--- config.mk ---
export PLATFORM = sky130hd
export DESIGN_NAME = uart_tx
export DESIGN_NICKNAME = d
export VERILOG_FILES = /design/src/rtl/uart_pkg.sv /design/src/rtl/uart_baud_cnt.sv /design/src/rtl/uart_tx.sv
export SDC_FILE = /design/constraint.sdc
export NUM_CORES = 1
export LEC_CHECK = 0
export CAP_MARGIN = 0
export CORE_ASPECT_RATIO = 0.75
export CORE_UTILIZATION = 41
export DETAILED_ROUTE_END_ITERATION = 6
export DONT_BUFFER_PORTS = 1
export HOLD_SLACK_MARGIN = 0.06
export SLEW_MARGIN = 20
export SYNTH_ARGS = -nofsm -noshare
export SYNTH_HDL_FRONTEND = slang
export SYNTH_SLANG_ARGS = --single-unit
--- constraint.sdc ---
create_clock -name Clk -period 5.6 [get_ports Clk]
set_clock_uncertainty 0.1 [all_clocks]
set_input_delay 0.28 -clock Clk [delete_from_list [all_inputs] [get_ports Clk]]
set_output_delay 0.28 -clock Clk [all_outputs]
set_load 0.01 [all_outputs]
--- src/rtl/uart_pkg.sv ---
// Shared definitions for the UART transmitter: FSM state encoding and default bit timing.
// Optional even-parity bit enabled by defining UART_TX_PARITY_EN.
package uart_pkg;

  localparam int CLKS_PER_BIT_DFLT = 434;  // 50 MHz / 115200 baud

  typedef enum logic [2:0] {
    IDLE   = 3'd0,
    START  = 3'd1,
    DATA   = 3'd2,
`ifdef UART_TX_PARITY_EN
    PARITY = 3'd3,
`endif
    STOP   = 3'd4
  } state_t;

endpackage

--- src/rtl/uart_baud_cnt.sv ---
// Bit-period counter: counts 0..CLKS_PER_BIT-1 and pulses o_tick on the last count.
// i_clr holds the count at zero so the first bit of a frame starts aligned.
module uart_baud_cnt
  import uart_pkg::*;
#(
  parameter int CLKS_PER_BIT = CLKS_PER_BIT_DFLT,
  parameter int CNT_W        = 9
) (
  input  logic Clk,
  input  logic Rst,
  input  logic i_clr,
  output logic o_tick
);

  logic [CNT_W-1:0] r_cnt;

  assign o_tick = (r_cnt == CNT_W'(CLKS_PER_BIT - 1));

  // NOTE: sequential state uses non-blocking assignments so every register samples pre-edge values.
  always_ff @(posedge Clk or negedge Rst) begin
    if (!Rst) begin
      r_cnt <= '0;
    end else if (i_clr || o_tick) begin
      r_cnt <= '0;
    end else begin
      r_cnt <= r_cnt + CNT_W'(1);
    end
  end

endmodule

--- src/rtl/uart_tx.sv ---
// UART transmitter, 8N1 by default; 8E1 when UART_TX_PARITY_EN is defined.
// A rising edge on DatLock while idle launches one frame; requests during a frame are dropped.
module uart_tx
  import uart_pkg::*;
#(
  parameter int CLKS_PER_BIT = CLKS_PER_BIT_DFLT,
  parameter int CNT_W        = 9
) (
  input  logic       Clk,
  input  logic       Rst,
  input  logic       DatLock,
  input  logic [7:0] SendDat,
  output logic       Avl,
  output logic       Txd
);

  state_t      r_state, w_state_nxt;
  logic [7:0]  r_shift, w_shift_nxt;
  logic [2:0]  r_idx,   w_idx_nxt;
  logic        r_prelock;
  logic        r_txd,   w_txd_nxt;
  logic        r_avl;
  logic        w_req;
  logic        w_tick;
  logic        w_clr;
`ifdef UART_TX_PARITY_EN
  logic        r_parity, w_parity_nxt;
`endif

  assign w_req = DatLock & ~r_prelock;
  assign w_clr = (r_state == IDLE);
  assign Avl   = r_avl;
  assign Txd   = r_txd;

  uart_baud_cnt #(
    .CLKS_PER_BIT (CLKS_PER_BIT),
    .CNT_W        (CNT_W)
  ) u_baud_cnt (
    .Clk    (Clk),
    .Rst    (Rst),
    .i_clr  (w_clr),
    .o_tick (w_tick)
  );

  // NOTE: every signal written here gets a default first, so no path leaves it unassigned (no latch).
  always_comb begin
    w_state_nxt  = r_state;
    w_shift_nxt  = r_shift;
    w_idx_nxt    = r_idx;
`ifdef UART_TX_PARITY_EN
    w_parity_nxt = r_parity;
`endif
    unique case (r_state)
      IDLE: begin
        if (w_req) begin
          w_state_nxt  = START;
          w_shift_nxt  = SendDat;
          w_idx_nxt    = 3'd0;
`ifdef UART_TX_PARITY_EN
          w_parity_nxt = ^SendDat;
`endif
        end
      end
      START: if (w_tick) w_state_nxt = DATA;
      DATA: begin
        if (w_tick) begin
          w_shift_nxt = r_shift >> 1;
          w_idx_nxt   = r_idx + 3'd1;
          if (r_idx == 3'd7) begin
`ifdef UART_TX_PARITY_EN
            w_state_nxt = PARITY;
`else
            w_state_nxt = STOP;
`endif
          end
        end
      end
`ifdef UART_TX_PARITY_EN
      PARITY: if (w_tick) w_state_nxt = STOP;
`endif
      STOP: if (w_tick) w_state_nxt = IDLE;
      default: w_state_nxt = IDLE;
    endcase

    // Line level is decoded from the next state so Txd changes on the same edge as the state.
    w_txd_nxt = 1'b1;
    unique case (w_state_nxt)
      START:   w_txd_nxt = 1'b0;
      DATA:    w_txd_nxt = w_shift_nxt[0];
`ifdef UART_TX_PARITY_EN
      PARITY:  w_txd_nxt = w_parity_nxt;
`endif
      default: w_txd_nxt = 1'b1;
    endcase
  end

  always_ff @(posedge Clk or negedge Rst) begin
    if (!Rst) begin
      r_state   <= IDLE;
      r_shift   <= '0;
      r_idx     <= '0;
      r_prelock <= 1'b0;
      r_txd     <= 1'b1;
      r_avl     <= 1'b1;
`ifdef UART_TX_PARITY_EN
      r_parity  <= 1'b0;
`endif
    end else begin
      r_state   <= w_state_nxt;
      r_shift   <= w_shift_nxt;
      r_idx     <= w_idx_nxt;
      r_prelock <= DatLock;
      r_txd     <= w_txd_nxt;
      r_avl     <= (w_state_nxt == IDLE);
`ifdef UART_TX_PARITY_EN
      r_parity  <= w_parity_nxt;
`endif
    end
  end

endmodule
# Word level (Yosys, flattened, before mapping)
# Cells that the tools add are included.
[classes]
n_addsub = 2
eq_ne = 9
muxes = 14
n_bitwise = 2
n_reduce_logical = 5
[op_table]
columns = ["operator", "count"]
rows = [
  ["$mux 3", 7],
  ["$mux 8", 2],
  ["$pmux 8 s2", 1],
  ["$pmux 3 s4", 1],
  ["$add 9x1->9 const B", 1],
  ["$eq 9x9->1 const B", 1],
  ["$mux 9", 1],
  ["$eq 3x1->1 const B", 2],
  ["$eq 3x2->1 const B", 2],
  ["$eq 3x3->1 const B", 2],
  ["$logic_not 3->1", 2],
  ["$pmux 3 s2", 1],
  ["$add 3x1->3 const B", 1],
  ["$reduce_and 3->1", 1],
  ["$ne 2x1->1 const B", 1],
  ["$ne 2x2->1 const B", 1],
  ["$pmux 1 s2", 1],
  ["$reduce_bool 2->1", 1],
  ["$and 1x1->1", 1],
  ["$logic_or 1x1->1", 1],
  ["$not 1->1", 1],
]
[totals]
register_bits = 26
inputBits = 11
output_inout_bits = 2

# Depth between registers and ports, before layout
# Gate-level depths: netlist (run 1).
[logic_depth]
ltp_word = 6
depth_mapped = 7
ltp_nobuf = 6

# Cells and area by module
# A second synthesis (run 1) with hierarchy kept.
[hier_totals]
cells_unflattened = 117
hier_area_um2 = 1290.0
[by_module_without_submodules]
columns = ["module", "instances", "cells_per_inst", "area_per_inst_um2"]
rows = [
  ["uart_tx", 1, 69, 804.5],
  ["uart_baud_cnt", 1, 48, 485.5],
]

# Worst setup path after synthesis (run 1)
# OpenSTA, ideal clock, no wires.
[synth_timing]
path_type = "flip-flop to flip-flop"
start = "register u_baud_cnt.r_cnt[2]"
end = "register r_txd (netlist: Txd)"
setup_time_ns = 0.061
arrival_time_ns = 1.692
required_ns = 5.439
slack_ns = 3.748
path_stages_with_launch = 5
synth_period_minus_slack_ns = 1.852
cell_sequence = "dfrtp_1 -> or4b_4 -> or4_4 -> o311ai_2 -> o21ba_1"
[synth_via]
word_cells_on_any_way = 10
cone_classes = "eq/ne (3); mux (7)"
[synth_lines]
columns = ["item", "line", "text"]
rows = [
  ["from (decl)", "uart_baud_cnt.sv:15", "logic [CNT_W-1:0] r_cnt;"],
  ["from (signal assigned)", "uart_baud_cnt.sv:26", "r_cnt <= r_cnt + CNT_W'(1);"],
  ["$eq 9x9->1", "uart_baud_cnt.sv:17", "assign o_tick = (r_cnt == CNT_W'(CLKS_PER_BIT - 1));"],
  ["$mux 8", "uart_tx.sv:66", "if (w_tick) begin"],
  ["$pmux 8 s2", "uart_tx.sv:53", "unique case (r_state)"],
  ["net w_shift_nxt[0]", "uart_tx.sv:18", "logic [7:0] r_shift, w_shift_nxt;"],
  ["$pmux 1 s2", "uart_tx.sv:87", "unique case (w_state_nxt)"],
  ["net w_txd_nxt", "uart_tx.sv:21", "logic r_txd, w_txd_nxt;"],
  ["to (signal assigned)", "uart_tx.sv:113", "r_txd <= w_txd_nxt;"],
  ["to (decl)", "uart_tx.sv:21", ""],
]
# The timed path passes the listed nets, and every way through them passes these cells. The select of a mux whose other input is x is not followed.
# A chain may end at the register's enable or synchronous reset.

# Final worst setup path (run 1)
# Ends and elaborated chain as after synthesis.

==> results by group, run 1 <==
Outcome
  – Outcome: finished clean

Detailed routing
  – Drt pass-1 iters: 4
  – Initial drt markers: 35
  – Antenna-violating nets left: 0
  – Post-route DRC: 0
  – Detailed-route wire length: 2243 um
  – Total vias in the final route: 867
  – WL/cell: 14.20 um
  – Routed vias/inst: 5.487

Critical path
  – Critical path's slowest cell: nor3_2
  – Critical path, cell by cell: or4b_4, nor3_2, o311ai_2, o21ba_1
  – Crit Path Max Fanout: 11
  – CP Launch Type: flop
  – Kind of critical path: flop to flop
  – Worst Path Required: 5710 ps
  – CP endpoint kind: flop
  – Max incr delay on CP: 590 ps
  – WP data arrival: 2270 ps

CTS
  – CTS tree: built
  – Post-CTS Setup Repair Bufs: 0
  – CTS Hold Buffers Added: 4
  – CTS max path bufs: 2
  – CTS resizes: 0
  – CTS sink cnt: 26
  – Root Driver: clkbuf_8
  – Worst-path clk slew: 80 ps
  – CTS Buf Count: 3
  – Clk_lat worst skew: 270 ps
  – CTS H-tree depth: 1

Finish
  – Layout Nets: 138
  – Commonest non-fill, non-tap cell in the layout: dfrtp_1
  – Core Util, Final: 50.50%
  – Commonest cells after routing, fill and taps aside: 24 x dfrtp_1, 15 x nor2_1, 8 x nand2_1, 8 x a21o_1, 7 x xnor2_1
  – Area delta synth->final: 11.17%
  – Fillers: 242
  – Area taken by flip-flops and latches: 653.1 um^2
  – ANT cells: 0
  – Layout cells sized above 1: 10.66%
  – Footprint of the multi-input gates: 573.1 um^2
  – Post-route cell area: 1395 um^2
  – Cell Count, Final, Fillers Out: 158

Synth
  – Area of the mapped netlist: 1255 um^2
  – Post-synth EDFFs: 0
  – Synthesized flop and latch total: 26
  – Synth Flop Type: dfrtp_1
  – Sequential cell area fraction in the yosys report: 52.04%
  – Yosys cell types: 34
  – Async set-reset flop share out of synthesis: 100.0%
  – YS warnings: 0
  – Syn_nets: 131
  – Mean post-synth cell area: 10.82 um^2
  – Synthesized instance count: 116

STA
  – Setup TNS: 0 ps
  – Final period utilization: 38.55%
  – Relative slew slack: 53.52%
  – Final setup fails: 0
  – Max-slew violation count: 0
  – Tmin final: 2159 ps
  – Max Freq: 0.4633 GHz
  – Tightest Pin Transition: 693.4 ps
  – Hold Slack: 111.0 ps
  – RSZ-0062 raised after global routing: false
  – Final worst slack: 3441 ps
  – Hold Violations, Final: 0

Floorplan
  – Core region area: 2763 um^2
  – Initial Util: 45.43%
  – Die area: 3288 um^2
  – Standard-cell row count: 16
  – Die H: 49.91 um
  – # IOs: 13
  – Die X: 65.89 um

Power
  – Total chip power: 0.4698 mW
  – Worst IR Drop VDD: 0.1485 mV
  – Leakage power: 0.6540 nW
  – Pwr dens: 336.8 nW/um^2

Global route
  – Largest net degree at the start of global routing: 27
  – First-pass GRT wire length: 4050 um
  – Vias in the first global route: 872
  – GRT overflow: 0
  – Initial antenna violation count: 0
  – Total GRT Usage: 16.62%

Job
  – Max cap viols: 0

Place
  – Post-Place Worst Slack: 3466 ps
  – Port buffer count: 0
  – Placed Area: 1290 um^2
  – Placed Instances: 150
  – Placer Congestion: 0.7615

Hold path
  – Hold Crit Class: primary input to flop
[layout make-up]
cell class | count | share of cell area, %
Sequential cell | 26 | 46.82
Multi-Input combinational cell | 83 | 41.08
Clock buffer | 4 | 3.946
Timing Repair Buffer | 4 | 3.587
Tap cell | 36 | 3.229
Inverter | 5 | 1.345
[routing by layer]
| layer | vias to the layer above | global-route usage [%] | share of wire [%] |
|---|---|---|---|
| met5 | - | 0 | 0 |
| met4 | 0 | 4.710 | 1.0 |
| met3 | 4 | 6.944 | 6.2 |
| met2 | 22 | 22.45 | 41 |
| met1 | 421 | 23.90 | 52 |
| li1 | 420 | - | - |
[cells in the mapped netlist, types with 2 or more instances]
library cell,number,share of area (%)
xnor2_1,7,4.9
a21o_1,8,4.8
dfstp_2,2,4.2
nor2b_1,3,1.5
or3b_1,2,1.4
nand2_1,8,2.4
ha_1,4,4.0
nor2_1,15,4.5
inv_1,5,1.5
and2_1,2,1.0
dfrtp_1,24,48
buf_2,2,0.80
a22o_1,6,4.2
nand4_1,2,1.0
o21ai_0,2,0.80
and4_1,2,1.4
nand3_1,5,2.0
[report_power, final]
group          switching (mW)  internal [mW]
combinational          0.0422         0.0449
clock                  0.0570         0.0629
sequential             0.0348          0.228
[flip-flops by register name, indices dropped and copies added, names as in the netlist]
signal            count
u_baud_cnt.r_cnt      9
Txd                   1
r_prelock             1
Avl                   1
r_idx                 3
r_shift               8
r_state               3
[logic make-up (layout without fill, tap and decap cells)]
kind of cell	after synthesis	after routing	share of synthesized area (%)
xor+xnor	7	7	4.885
fa+ha+maj	4	4	3.988
simple gates	48	48	21.24
flops	26	26	52.04
mux	1	1	0.8972
buf+inv	7	13	2.293
compound gates	23	23	14.66
[final timing paths]
check	slack (ps)	depth (start not counted)	startpoint	end
worst max register to register	3440	4	u_baud_cnt.r_cnt[2]	Txd
min in group asynchronous	340	2	Rst	u_baud_cnt.r_cnt[0]
max in group asynchronous	4830	2	Rst	Txd
worst min register to register	390	1	r_shift[6]	r_shift[6]
worst max-delay path	3440	4	u_baud_cnt.r_cnt[2]	Txd
worst min-delay path	110	2	SendDat[6]	r_shift[6]
[worst max-delay path, delay by kind of cell, from the launching register on]
kind	cells	cell delay, ps
DFF	1	440
and+or+nand+nor	2	1160
AOI/OAI and AO/OA	2	390
No activity file was read; power rests on OpenSTA's default activity.
==> run 2, diff against run 1 <==
Clock period 5.6 ns to 1.85 ns, I/O delays scaled along.
==> results by group, run 2 (same netlist as run 1, synthesis figures left out) <==
Detailed routing
  – Initial drt markers: 63
  – WL/cell: 14.05 um
  – Routed vias/inst: 5.210
  – Post-route DRC: 0
  – Total vias in the final route: 943
  – Antenna-violating nets left: 0
  – Detailed-route wire length: 2543 um
  – Drt pass-1 iters: 4

STA
  – RSZ-0062 raised after global routing: true
  – Tightest Pin Transition: 310.7 ps
  – Final setup fails: 1
  – Final period utilization: 100.2%
  – Final worst slack: -3.251 ps
  – Max Freq: 0.5396 GHz
  – Max-slew violation count: 0
  – Relative slew slack: 79.24%
  – Hold Violations, Final: 0
  – Tmin final: 1853 ps

Critical path
  – CP Launch Type: flop
  – Kind of critical path: flop to flop
  – Critical path's slowest cell: or4b_4
  – FF-to-FF setup slack: -3 ps
  – CP endpoint kind: flop
  – R2R depth: 4
  – Reg-to-reg endpoint: Txd
  – Crit Path Max Fanout: 3
  – Max incr delay on CP: 550 ps
  – Critical path, cell by cell: or4b_4, or4_4, o311ai_2, o21ba_1
  – Worst Path Required: 1970 ps
  – Crit path launch: u_baud_cnt.r_cnt[3]
  – Crit path to: Txd
  – Reg2reg start: u_baud_cnt.r_cnt[3]
  – WP data arrival: 1970 ps

Power
  – Net switching power figure: 0.4298 mW
  – Comb power frac: 24.8%
  – Worst IR Drop VDD: 0.5008 mV
  – Leakage power: 0.7664 nW
  – Clock power frac: 23.9%
  – Pwr dens: 945.8 nW/um^2
  – Int Pwr: 1.087 mW
  – Sequential share of power: 51.4%
  – Sw frac: 28.33%

Floorplan
  – Initial Util: 45.43%
  – Die X: 65.89 um
  – Standard-cell row count: 16
  – Die area: 3288 um^2
  – Die H: 49.91 um
  – # IOs: 13
  – Core region area: 2763 um^2

CTS
  – CTS max path bufs: 2
  – CTS Buf Count: 3
  – CTS H-tree depth: 1
  – Root Driver: clkbuf_8
  – CTS sink cnt: 26
  – Worst-path clk slew: 90 ps
  – CTS tree: built
  – Clk_lat worst skew: 270 ps

Finish
  – Layout Nets: 161
  – Area delta synth->final: 27.82%
  – Biggest registers after layout: u_baud_cnt.r_cnt (9), r_shift (8)
  – Fillers: 246
  – Commonest non-fill, non-tap cell in the layout: dfrtp_1
  – Largest register FFs: 9
  – Layout cells sized above 1: 22.76%
  – Post-route cell area: 1604 um^2
  – Cell Count, Final, Fillers Out: 181
  – Commonest cells after routing, fill and taps aside: 24 x dfrtp_1, 15 x nor2_1, 15 x buf_4
  – Largest Register: u_baud_cnt.r_cnt
  – ANT cells: 0

Global route
  – First-pass GRT wire length: 4422 um
  – GRT overflow: 0
  – Total GRT Usage: 18.34%
  – Largest net degree at the start of global routing: 27
  – Vias in the first global route: 922
  – Initial antenna violation count: 0

Place
  – Placed Instances: 164
  – DP HPWL: 1814 um
  – Placed Area: 1395 um^2
  – Placer Congestion: 0.8102
  – Port buffer count: 0

Hold path
  – Hold Crit Class: primary input to asynchronous set/reset pin

Job
  – Max cap viols: 0

Outcome
  – Outcome: finished with violations
  – Failing checks: negative setup slack
==> run 2: cell types whose count changed in the layout (fill, tap and decap cells not counted), sizes merged <==
cell | previous run | this run
dlygate4sd3 | 3 | 10
buf | 1 | 17
==> run 2: final cells by class <==
class / instances / area (um^2) / share of cell area, %
clock buffers: 4 / 55.05 / 3.432
inverters: 5 / 18.77 / 1.170
multi-input cells: 83 / 588.1 / 36.66
flip-flops and latches: 26 / 653.1 / 40.72
well taps: 36 / 45.04 / 2.808
repair buffers: 27 / 244.0 / 15.21
==> run 2: worst min path at each step <==
stage,startpoint,endpoint,slack (ps),cells after the start
final,Rst,u_baud_cnt.r_cnt[3],150,2
after global routing,Rst,u_baud_cnt.r_cnt[2],170,2
after CTS,Rst,u_baud_cnt.r_cnt[5],160,2
after detailed placement,Rst,r_state[1],-300,0
after global placement,Rst,r_state[2],-300,0
after floorplan,Rst,r_idx[0],-300,0
==> run 2: layer usage <==
metal,share of wire (%),vias to the layer above,global-route usage (%)
li1,-,470,-
met1,53,462,26.54
met2,43,9,26.19
met4,0.16,0,3.261
met5,0,-,0
met3,4.4,2,6.713
==> run 2: critical path, delay by kind of cell (launching register included) <==
family,cells,cell delay (ps)
AND/OR/NAND/NOR,2,1050
AO/OA/AOI/OAI,2,240
flip-flops,1,420
==> run 2: through the flow <==
step	utilization, %	TNS, ps	power [mW]	hold WS, ps	setup WS [ps]
detailed placement	50.50	0	1.096	-302.5	11.31
CTS	57.11	0	1.512	158.6	8.266
global route	58.06	-42.01	1.614	172.6	-40.13
finish	58.06	-3.251	1.517	148.4	-3.251
floorplan	-	0	0.9875	-303.1	15.98
global placement	50.50	0	1.080	-302.6	49.65
==> run 2: power by group through the flow <==
stage | clock network, mW | logic [mW] | registers (mW)
floorplan | 0 | 0.205 | 0.782
global placement | 0 | 0.299 | 0.780
detailed placement | 0 | 0.307 | 0.788
CTS | 0.378 | 0.358 | 0.776
global route | 0.398 | 0.423 | 0.792
finish | 0.362 | 0.376 | 0.779
==> run 2: timing repair <==
item | in CTS | in global routing
setup endpoints to repair | 1 | 9
setup buffers | 1 | 1
hold endpoints to repair | 36 | 0
hold buffers | 11 | 0
gates resized for setup | 0 | 5
==> run 3, diff against run 2 <==
Settings changed: CELL_PAD_IN_SITES_DETAIL_PLACEMENT from default to 1, CELL_PAD_IN_SITES_GLOBAL_PLACEMENT from default to 1, PLACE_DENSITY_LB_ADDON from default to 0.1.
==> results by group, run 3 (same netlist as run 1, synthesis figures left out) <==
STA
  – Final period utilization: 101.5%
  – Final worst slack: -27.66 ps
  – Hold Violations, Final: 0
  – Final setup fails: 1
  – Max Freq: 0.5326 GHz
  – RSZ-0062 raised after global routing: true
  – Tightest Pin Transition: 390.0 ps
  – Hold Slack: 135.1 ps
  – Setup TNS: -27.66 ps
  – Relative slew slack: 73.90%
  – Tmin final: 1878 ps
  – Max-slew violation count: 0

Finish
  – ANT cells: 0
  – Commonest non-fill, non-tap cell in the layout: dfrtp_1
  – Biggest registers after layout: u_baud_cnt.r_cnt (9), r_shift (8)
  – Commonest cells after routing, fill and taps aside: 24 x dfrtp_1, 15 x nor2_1, 13 x buf_4
  – Layout Nets: 159
  – Fillers: 307
  – Post-route cell area: 1603 um^2
  – Area delta synth->final: 27.72%
  – Largest register FFs: 9
  – Layout cells sized above 1: 21.68%
  – Footprint of the multi-input gates: 585.6 um^2
  – Largest Register: u_baud_cnt.r_cnt
  – Core Util, Final: 58.02%
  – Cell Count, Final, Fillers Out: 179
  – Area taken by flip-flops and latches: 653.1 um^2

Global route
  – First-pass GRT wire length: 5175 um
  – Initial antenna violation count: 0
  – Vias in the first global route: 1053
  – Total GRT Usage: 21.59%
  – GRT overflow: 0
  – Largest net degree at the start of global routing: 27

Floorplan
  – Die H: 49.91 um
  – Die area: 3288 um^2
  – # IOs: 13
  – Core region area: 2763 um^2
  – Initial Util: 45.43%
  – Die X: 65.89 um
  – Standard-cell row count: 16

CTS
  – CTS Buf Count: 3
  – CTS H-tree depth: 1
  – CTS sink cnt: 26
  – Root Driver: clkbuf_8
  – Worst-path clk slew: 90 ps
  – Clk_lat worst skew: 270 ps
  – CTS max path bufs: 2
  – CTS tree: built

Detailed routing
  – Drt pass-1 iters: 4
  – Initial drt markers: 47
  – Post-route DRC: 0
  – Routed vias/inst: 5.374
  – Detailed-route wire length: 2982 um
  – Total vias in the final route: 962
  – WL/cell: 16.66 um
  – Antenna-violating nets left: 0

Critical path
  – CP endpoint kind: flop
  – CP Launch Type: flop
  – Worst Path Required: 1970 ps
  – WP data arrival: 2000 ps
  – Kind of critical path: flop to flop
  – Crit Path Max Fanout: 3

Hold path
  – Hold Crit Class: primary input to asynchronous set/reset pin

Place
  – Placed Instances: 164
  – Placer Congestion: 0.7536
  – Post-Place Worst Slack: -22.44 ps
  – Port buffer count: 0
  – DP HPWL: 2063 um
  – Placed Area: 1395 um^2

Power
  – Sw frac: 27.75%
  – Total chip power: 1.647 mW
  – Pwr dens: 1028 nW/um^2
  – Worst IR Drop VDD: 0.7001 mV
  – Clock power frac: 28.6%
  – Sequential share of power: 46.8%
  – Comb power frac: 24.6%
  – Int Pwr: 1.190 mW
  – Leakage power: 0.7577 nW
  – Net switching power figure: 0.4571 mW

Job
  – Max cap viols: 0

Outcome
  – Failing checks: negative setup slack
  – Outcome: finished with violations
[run 3: power by group through the flow]
stage / clock (mW) / combinational [mW] / sequential (mW)
after CTS: 0.483 / 0.404 / 0.769
final: 0.471 / 0.405 / 0.771
after floorplan: 0 / 0.205 / 0.782
after detailed placement: 0 / 0.365 / 0.779
after global placement: 0 / 0.341 / 0.774
after global routing: 0.502 / 0.460 / 0.786
[run 3: per-layer routing]
metal / GRT usage, % / share of wire (%)
met2: 32.82 / 44
met1: 30.68 / 53
met3: 5.556 / 2.6
met5: 0 / 0
met4: 4.348 / 0.74
[run 3: critical path, stage by stage, from the launching register on]
cell	delay, ps
dfrtp_1	400
or4b_4	560
or4_4	490
o311ai_2	90
o21ba_2	190
[run 3: final cells by class]
class / instances / share of cell area (%)
clock buffer: 3 / 2.576
clock inverter: 1 / 1.874
inverter: 5 / 1.171
multi-input combinational: 83 / 36.53
sequential: 26 / 40.75
tap: 36 / 2.810
timing repair buffer: 25 / 14.29
[run 3: final timing paths]
path | from | to | slack, ps | depth (start not counted)
setup / recovery | u_baud_cnt.r_cnt[2] | Txd | -30 | 4
hold / removal | Rst | u_baud_cnt.r_cnt[5] | 140 | 2
setup reg to reg | u_baud_cnt.r_cnt[2] | Txd | -30 | 4
hold reg to reg | r_shift[5] | r_shift[5] | 390 | 1
max in group asynchronous | Rst | Avl | 1280 | 2
min in group Clk | DatLock | r_shift[0] | 160 | 3
[run 3: what timing repair did]
item	CTS	global route
gates cloned	0	0
setup buffers	0	0
endpoints found under the hold margin	35	0
gates resized for setup	2	3
pin swaps	0	1
setup endpoints to repair	2	9
hold buffers	11	0
